File: config.mk
export PLATFORM = sky130hd
export DESIGN_NAME = ma_stage_ctrl
export DESIGN_NICKNAME = d
export VERILOG_FILES = /design/src/rtl/ma_stage_ctrl.sv
export SDC_FILE = /design/constraint.sdc
export NUM_CORES = 1
export LEC_CHECK = 0
export ABC_AREA = 1
export BUFFER_PORTS_ARGS = -buffer_cell sky130_fd_sc_hd__buf_2
export CELL_PAD_IN_SITES_DETAIL_PLACEMENT = 1
export CELL_PAD_IN_SITES_GLOBAL_PLACEMENT = 1
export CORE_ASPECT_RATIO = 0.75
export CORE_MARGIN = 2
export CORE_UTILIZATION = 38
export DETAILED_ROUTE_END_ITERATION = 8
export GPL_TIMING_DRIVEN = 0
export HOLD_SLACK_MARGIN = 0.08
export PLACE_DENSITY_LB_ADDON = 0.1
export SYNTH_ARGS = -nofsm -noshare
export SYNTH_HDL_FRONTEND = slang
export SYNTH_SLANG_ARGS = --single-unit
File: constraint.sdc
create_clock -name clkIn -period 2.8 [get_ports clkIn]
set_input_delay 0.14 -clock clkIn [delete_from_list [all_inputs] [get_ports clkIn]]
set_output_delay 0.14 -clock clkIn [all_outputs]
set_load 0.005 [all_outputs]
File: src/rtl/ma_stage_ctrl.sv
// Memory-access stage control: req/ack data-memory sequencing, front-end
// stall, and the MA/WB write-back register.
// Inputs:  clkIn, resetIn, ctrSignalsIn, ResultIn, DataIn, rdIn,
//          memAckIn, memRdataIn.
// Outputs: memReqOut, memWeOut, memAddrOut, memWdataOut, stallOut,
//          misalignOut, errOut, wbValidOut, wbRegWriteOut, wbRdOut,
//          wbDataOut.
// Optional: MA_TIMEOUT_EN aborts a REQ after TIMEOUT_CYCLES cycles.
module ma_stage_ctrl #(
  parameter int TIMEOUT_CYCLES = 255
) (
  input  logic        clkIn,
  input  logic        resetIn,
  input  logic [7:0]  ctrSignalsIn,
  input  logic [31:0] ResultIn,
  input  logic [31:0] DataIn,
  input  logic [4:0]  rdIn,
  output logic        memReqOut,
  output logic        memWeOut,
  output logic [31:0] memAddrOut,
  output logic [31:0] memWdataOut,
  input  logic        memAckIn,
  input  logic [31:0] memRdataIn,
  output logic        stallOut,
  output logic        misalignOut,
  output logic        errOut,
  output logic        wbValidOut,
  output logic        wbRegWriteOut,
  output logic [4:0]  wbRdOut,
  output logic [31:0] wbDataOut
);

  typedef enum logic [1:0] {
    IDLE,
    REQ,
    DONE
  } state_t;

  state_t state, state_n;

  logic mem_rd, mem_wr, reg_wr, mem2reg;
  logic memop, aligned, rd_nz, go;
  logic stall_raw;
  logic tmo, sup;
  logic [31:0] rdata_q;

  assign mem_rd  = ctrSignalsIn[0];
  assign mem_wr  = ctrSignalsIn[1];
  assign reg_wr  = ctrSignalsIn[2];
  assign mem2reg = ctrSignalsIn[3];
  assign memop   = mem_rd | mem_wr;
  assign aligned = (ResultIn[1:0] == 2'b00);
  assign rd_nz   = (rdIn != 5'd0);
  assign go      = memop & aligned;

  logic unused_ctr;
  assign unused_ctr = ^ctrSignalsIn[7:4];

  always_comb begin
    state_n   = state;
    stall_raw = 1'b0;
    unique case (1'b1)
      (state == IDLE): begin
        if (go) begin
          stall_raw = 1'b1;
          state_n   = REQ;
        end
      end
      (state == REQ): begin
        stall_raw = 1'b1;
        if (memAckIn || tmo) state_n = DONE;
      end
      (state == DONE): state_n = IDLE;
      default: state_n = IDLE;
    endcase
  end

  // A held reset never stalls the pipe, even with a memop waiting.
  assign stallOut = stall_raw & resetIn;

  always_ff @(posedge clkIn or negedge resetIn) begin
    if (!resetIn) begin
      state         <= IDLE;
      memReqOut     <= 1'b0;
      memWeOut      <= 1'b0;
      memAddrOut    <= '0;
      memWdataOut   <= '0;
      misalignOut   <= 1'b0;
      wbValidOut    <= 1'b0;
      wbRegWriteOut <= 1'b0;
      wbRdOut       <= '0;
      wbDataOut     <= '0;
      rdata_q       <= '0;
    end else begin
      state       <= state_n;
      wbValidOut  <= 1'b0;
      misalignOut <= (state == IDLE) & memop & ~aligned;
      unique case (1'b1)
        (state == IDLE): begin
          if (go) begin
            memReqOut   <= 1'b1;
            memWeOut    <= mem_wr;
            memAddrOut  <= {ResultIn[31:2], 2'b00};
            memWdataOut <= DataIn;
          end else begin
            wbValidOut    <= 1'b1;
            wbRegWriteOut <= reg_wr & rd_nz & ~memop;
            wbRdOut       <= rdIn;
            wbDataOut     <= ResultIn;
          end
        end
        (state == REQ): begin
          if (memAckIn) begin
            memReqOut <= 1'b0;
            rdata_q   <= memRdataIn;
          end else if (tmo) begin
            memReqOut <= 1'b0;
            rdata_q   <= '0;
          end
        end
        (state == DONE): begin
          wbValidOut    <= 1'b1;
          wbRegWriteOut <= reg_wr & rd_nz & ~sup;
          wbRdOut       <= rdIn;
          wbDataOut     <= mem2reg ? rdata_q : ResultIn;
        end
        default: ;
      endcase
    end
  end

`ifdef MA_TIMEOUT_EN
  localparam int CW =
    ($clog2(TIMEOUT_CYCLES) > 8) ? $clog2(TIMEOUT_CYCLES) : 8;
  localparam logic [CW-1:0] LAST = CW'(TIMEOUT_CYCLES - 1);

  logic [CW-1:0] cnt;
  logic          err_q, sup_q;

  // cnt holds (REQ cycles elapsed - 1); fires on the last allowed cycle.
  assign tmo    = (state == REQ) & ~memAckIn & (cnt == LAST);
  assign sup    = sup_q;
  assign errOut = err_q;

  always_ff @(posedge clkIn or negedge resetIn) begin
    if (!resetIn) begin
      cnt   <= '0;
      err_q <= 1'b0;
      sup_q <= 1'b0;
    end else begin
      if (state == IDLE) cnt <= '0;
      else if (state == REQ) cnt <= cnt + 1'b1;
      if (tmo) begin
        err_q <= 1'b1;
        sup_q <= 1'b1;
      end else if (state == DONE) begin
        sup_q <= 1'b0;
      end
    end
  end
`else
  localparam int unused_tmo = TIMEOUT_CYCLES;
  assign tmo    = 1'b0;
  assign sup    = 1'b0;
  assign errOut = 1'b0;
`endif

endmodule

* Word-level counts from Yosys, hierarchy flattened
Index checks and enable logic that the tools add are counted.
** Word-level totals
- Register bits :: 138
- Latch bits :: 0
- RAM bits :: 0
- Bits in read-only memories :: 0
- Bits of input ports :: 112
- Output and inout port bits :: 108
- Logic and storage cells :: 52
- Memories kept :: 0
** Cells by class
- Add/sub/neg operators :: 0
- Multipliers :: 0
- Div/mod/pow operators :: 0
- Order comparisons :: 0
- Equal/unequal tests :: 5
- Shift operators :: 0
- Mux-type cells :: 17
- Bitwise operators :: 9
- Reductions and logical operators :: 10
** Operator list (number)
- $mux 32 :: 2
- $pmux 32 s2 :: 1
- $pmux 5 s2 :: 1
- $pmux 1 s2 :: 4
- $reduce_and 2->1 :: 4
- $and 1x1->1 :: 6
- $ne 2x2->1 const B :: 3
- $mux 1 :: 5
- $mux 5 :: 1
- $reduce_bool 5->1 :: 1
- $logic_not 2->1 :: 2
- $mux 2 :: 2
- $pmux 2 s2 :: 1
- $reduce_bool 2->1 :: 2
- $reduce_and 3->1 :: 1
- $eq 2x1->1 const B :: 1
- $eq 2x2->1 const B :: 1
- $not 1->1 :: 2
- $or 1x1->1 :: 1

* Depth between registers and ports, before layout
- Word-level depth :: 5
- Depth in mapped cells :: 8
- Mapped depth without buffers :: 7

* Worst setup path before layout
No wires, ideal clock.
- Path kind :: register to output
- Start point :: register state[1]
- End point :: output stallOut
- Data arrival time :: 1.093 ns
- Data required time :: 2.660 ns
- Setup slack :: 1.567 ns
- Cell stages (with the launch flop) :: 7
- Path buffers :: 1
- Cells stage by stage :: dfrtp_1 nor2_2 nand3_2 nand2_4 buf_4 nand2_1 nor2_1
** Between the ends
- Longest elaborated chain between the ends :: 3
- Elaborated cells on any way between the ends :: 4
- Those cells by class :: 1 x eq/ne; 1 x mux; 1 x bitwise; 1 x reduce/logical
** RTL lines
- from (decl) :: RTL line 39 : state_t state, state_n;
- from (signal assigned) :: RTL line 95 : state <= state_n;
- $eq 2x1->1 or $logic_not 2->1 (tied branches) :: RTL line 69, 63
- $pmux 1 s2 * :: RTL line 62 : unique case (1'b1)
- $and 1x1->1 * :: RTL line 79 : assign stallOut = stall_raw & resetIn;
- to (decl) :: RTL line 24 : output logic stallOut,
Every way passes the cells marked *; elsewhere a longest branch is shown, timed or not.

* Worst setup path in the final report
- Start point :: input resetIn
- End point :: output stallOut
** Between the ends
- Longest elaborated chain between the ends :: 1
** RTL lines
- from (decl) :: RTL line 13 : input logic resetIn,
- $and 1x1->1 :: RTL line 79
Every way passes these cells.

==> results.tsv <==
stage	metric	value	unit
outcome	outcome	finished, final reports clean	
timing	final hold violation count	0	
worst_setup_path	worst-path cell chain	dlygate4sd3_1 > buf_6 > buf_16 > nand2_1 > nor2_1 > buf_2	
synthesis	commonest cells in the synthesized netlist	nand2_1 (368), dfrtp_1 (138), inv_1 (70)	
global_route	total gr overflow	0	
worst_setup_path	CP bufs+invs	4	
placed_design	DP Cell Count	1112	
synthesis	cell area after synthesis	0.00577	mm2
timing	clk_skew	0.00947	ns
clocking	clock tree buffer depth	2	
run	max cap viols	0	
drt	DRC viols	0	
drt	Via density	4.71	
die	die height	111	um
timing	Worst Tran Pin Value	0.504	ns
timing	minimum clock period	2.08	ns
global_route	initial antenna violation count	0	
global_route	global-route wire length before repair	35400	um
finish	antenna cells	0	
global_route	vias in the first global route	6639	
synthesis	ys flop type	dfrtp_1	
min_path	worst hold stages	5	
timing	Tcrit/Tclk final	74.3	%
synthesis	Yosys top cell by area	dfrtp_1	
synthesis	ranking of synthesized cells by area	dfrtp_1 (60%), nand2_1 (24%), o21ai_1 (5.9%)	
placed_design	pre-CTS setup slack	1.28	ns
clocking	cts bufs inserted	17	
synthesis	Post-synth EDFFs	0	
synthesis	Post-synth ARST share	100	%
worst_setup_path	CP Data Required Time	2.66	ns
synthesis	Yosys cell types	16	
worst_setup_path	crit start category	primary input	
power	clock share of power	34.5	%
worst_setup_path	RR Endpoint	rdata_q[25]$_DFFE_PN0P_	
timing	Pins Over Slew Limit	0	
timing	setup TNS after final layout	0	ns
die	Initial Util	39.4	%
synthesis	Seq cells post-synth	138	
timing	# setup viols final	0	
finish	area added between synthesis and finish	51.3	%
synthesis	cells after synthesis	697	
worst_setup_path	critical path's largest stage delay	0.57	ns
power	Leak	5.00	nW
timing	Final WS setup	0.720	ns
power	Switch Pwr	0.00198	W
worst_setup_path	critical setup path kind	in -> out	
global_route	GRT Util Overall	27.9	%
power	power density cells	750	mW/mm2
worst_setup_path	reg2reg setup slack	1.28	ns
worst_setup_path	CP max stage cell	dlygate4sd3_1	
power	internal power	0.00457	W
timing	unrepaired setup endpoints after global routing	false	
worst_setup_path	Critical Path AT	1.94	ns
drt	vias after detailed routing	5879	
finish	Final #Nets	1147	
worst_setup_path	Largest delay share family, worst path	buffers and inverters	
die	# IOs	220	
power	sequential cell fraction of total power	42.8	%
power	worst vdd ir	455	uV
drt	Antenna Nets Post-Route	0	
die	core area	0.0146	mm2
worst_setup_path	Crit. End Element	primary output	
drt	Avg WL per Cell	17.5	um
clocking	CTS Root Cell	clkbuf_16	
worst_setup_path	CP max FO	91	
timing	f_max	481	MHz
synthesis	YS warnings	0	
power	sw frac	30.3	%
clocking	Sinks on Clock Net	138	
clocking	postcts setup bufs	0	
clocking	Reg clk slew, reported paths	0.05	ns
drt	Iter 0 DRT Violations	254	
worst_setup_path	number of cells on the worst reg-to-reg path	6	
clocking	worst skew pair latency	0.42	ns
placed_design	post-DP HPWL	13000	um
finish	layout cells sized above 1	27.0	%
die	row cnt	38	
min_path	Min-Delay Startpoint	ctrSignalsIn[2]	
drt	TritonRoute pass-1 iters	4	
synthesis	most common cell in the netlist	nand2_1	
placed_design	gpl congestion	0.811	
die	Chip Width	146	um
clocking	TritonCTS clock tree	built	
drt	final WL	21800	um
finish	Final Non-Filler Cells	1248	
power	Comb pwr share	22.7	%
min_path	worst hold path class	in -> reg	
synthesis	post-synthesis sequential area ratio	59.8	%
timing	relative slew slack	66.4	%
placed_design	Port-buffer cells	212	
min_path	WHS Endpoint	wbRegWriteOut$_DFFE_PN0P_	
worst_setup_path	FF-to-FF Start	state[1]$_DFFE_PN0P_	
clocking	H-Tree Depth	4	
synthesis	post-synthesis area per instance	8.28	um2
global_route	pin count of the biggest net entering global routing	92	
synthesis	Synth top area share	59.8	%
die	die area	0.0162	mm2
how the worst max path moves through the flow:
stage                                     from                         to  slack, ns  cells after the start
final                                  resetIn                   stallOut       0.72                      6
after global routing                   resetIn                   stallOut       0.54                      6
after CTS                              resetIn                   stallOut       0.69                      6
after detailed placement  state[1]$_DFFE_PN0P_    rdata_q[30]$_DFFE_PN0P_       1.28                      6
after global placement                 resetIn  wbDataOut[25]$_DFFE_PN0P_      -0.34                      1
after floorplan           state[1]$_DFFE_PN0P_                   stallOut       1.57                      6
power groups by stage:
stage	registers [W]	clock network (W)	logic, W
after floorplan	0.00281	0	0.000596
after global placement	0.00277	0	0.00126
after detailed placement	0.00281	0	0.00133
after CTS	0.00278	0.00228	0.00146
after global routing	0.00286	0.00238	0.00167
final	0.00280	0.00226	0.00149
registers in the layout, summed over array words and instances, names as in the netlist:
register,count
memReqOut,1
wbRdOut,5
wbValidOut,1
state,2
wbDataOut,32
misalignOut,1
memAddrOut,30
rdata_q,32
memWdataOut,32
wbRegWriteOut,1
memWeOut,1
routing by layer:
| layer | up-vias | wire, um | GRT usage (%) |
|---|---|---|---|
| li1 | 2762 | - | - |
| met1 | 2876 | 9190 | 34.1 |
| met2 | 203 | 11100 | 49.5 |
| met3 | 38 | 1150 | 6.17 |
| met4 | 0 | 382 | 8.41 |
| met5 | - | 0 | 0 |
per-stage QoR:
step	utilization [%]	hold WS (ns)	cell area, um2	total power (W)
after global routing	59.7	0.163	8740	0.00691
after floorplan	-	-0.156	5780	0.00340
after global placement	48.4	0.338	7090	0.00404
after detailed placement	48.7	0.118	7130	0.00413
after CTS	59.7	0.0936	8740	0.00652
final	59.7	0.0991	8740	0.00655
cells in the final DEF, fill, tap and decap left out:
cell	count
clkbuf_1	6
nor2_1	5
dfrtp_1	138
clkinv_2	5
conb_1	3
clkbuf_16	17
buf_2	227
buf_16	1
nand2_4	1
inv_1	70
nand3_1	2
inv_4	1
inv_2	3
nor2_2	1
buf_4	17
clkinvlp_4	1
bufinv_16	3
buf_6	4
nand2_1	368
nand3_2	2
o31ai_1	1
dlygate4sd3_1	104
o21ai_1	68
worst reg2reg max path, stage by stage, from the launching register on:
cell and delay (ns):
dfrtp_1 0.45, inv_1 0.08, nand3_1 0.24, inv_2 0.21, buf_2 0.26, nand2_1 0.12
nand2_1 0.09
logic make-up after synthesis:
family                 after synthesis  share of synthesized area (%)
flip-flops                         138                           59.8
buffers and inverters              110                           9.04
AO/OA/AOI/OAI                       69                           6.02
AND/OR/NAND/NOR                    379                           25.1
other                                1                         0.0649
timing repair:
item,CTS,global route
gates resized for setup,0,0
hold buffers,104,0
endpoints found under the hold margin,179,0
final cells by class:
class | instances | area [um2]
inverter | 74 | 280
tap | 200 | 250
multi-input combinational | 451 | 1810
buffer | 36 | 241
sequential | 138 | 3450
fill | 1793 | 5910
clock buffer | 23 | 448
timing repair buffer | 317 | 2140
clock inverter | 9 | 123
Power figures use the tool's default switching activity.
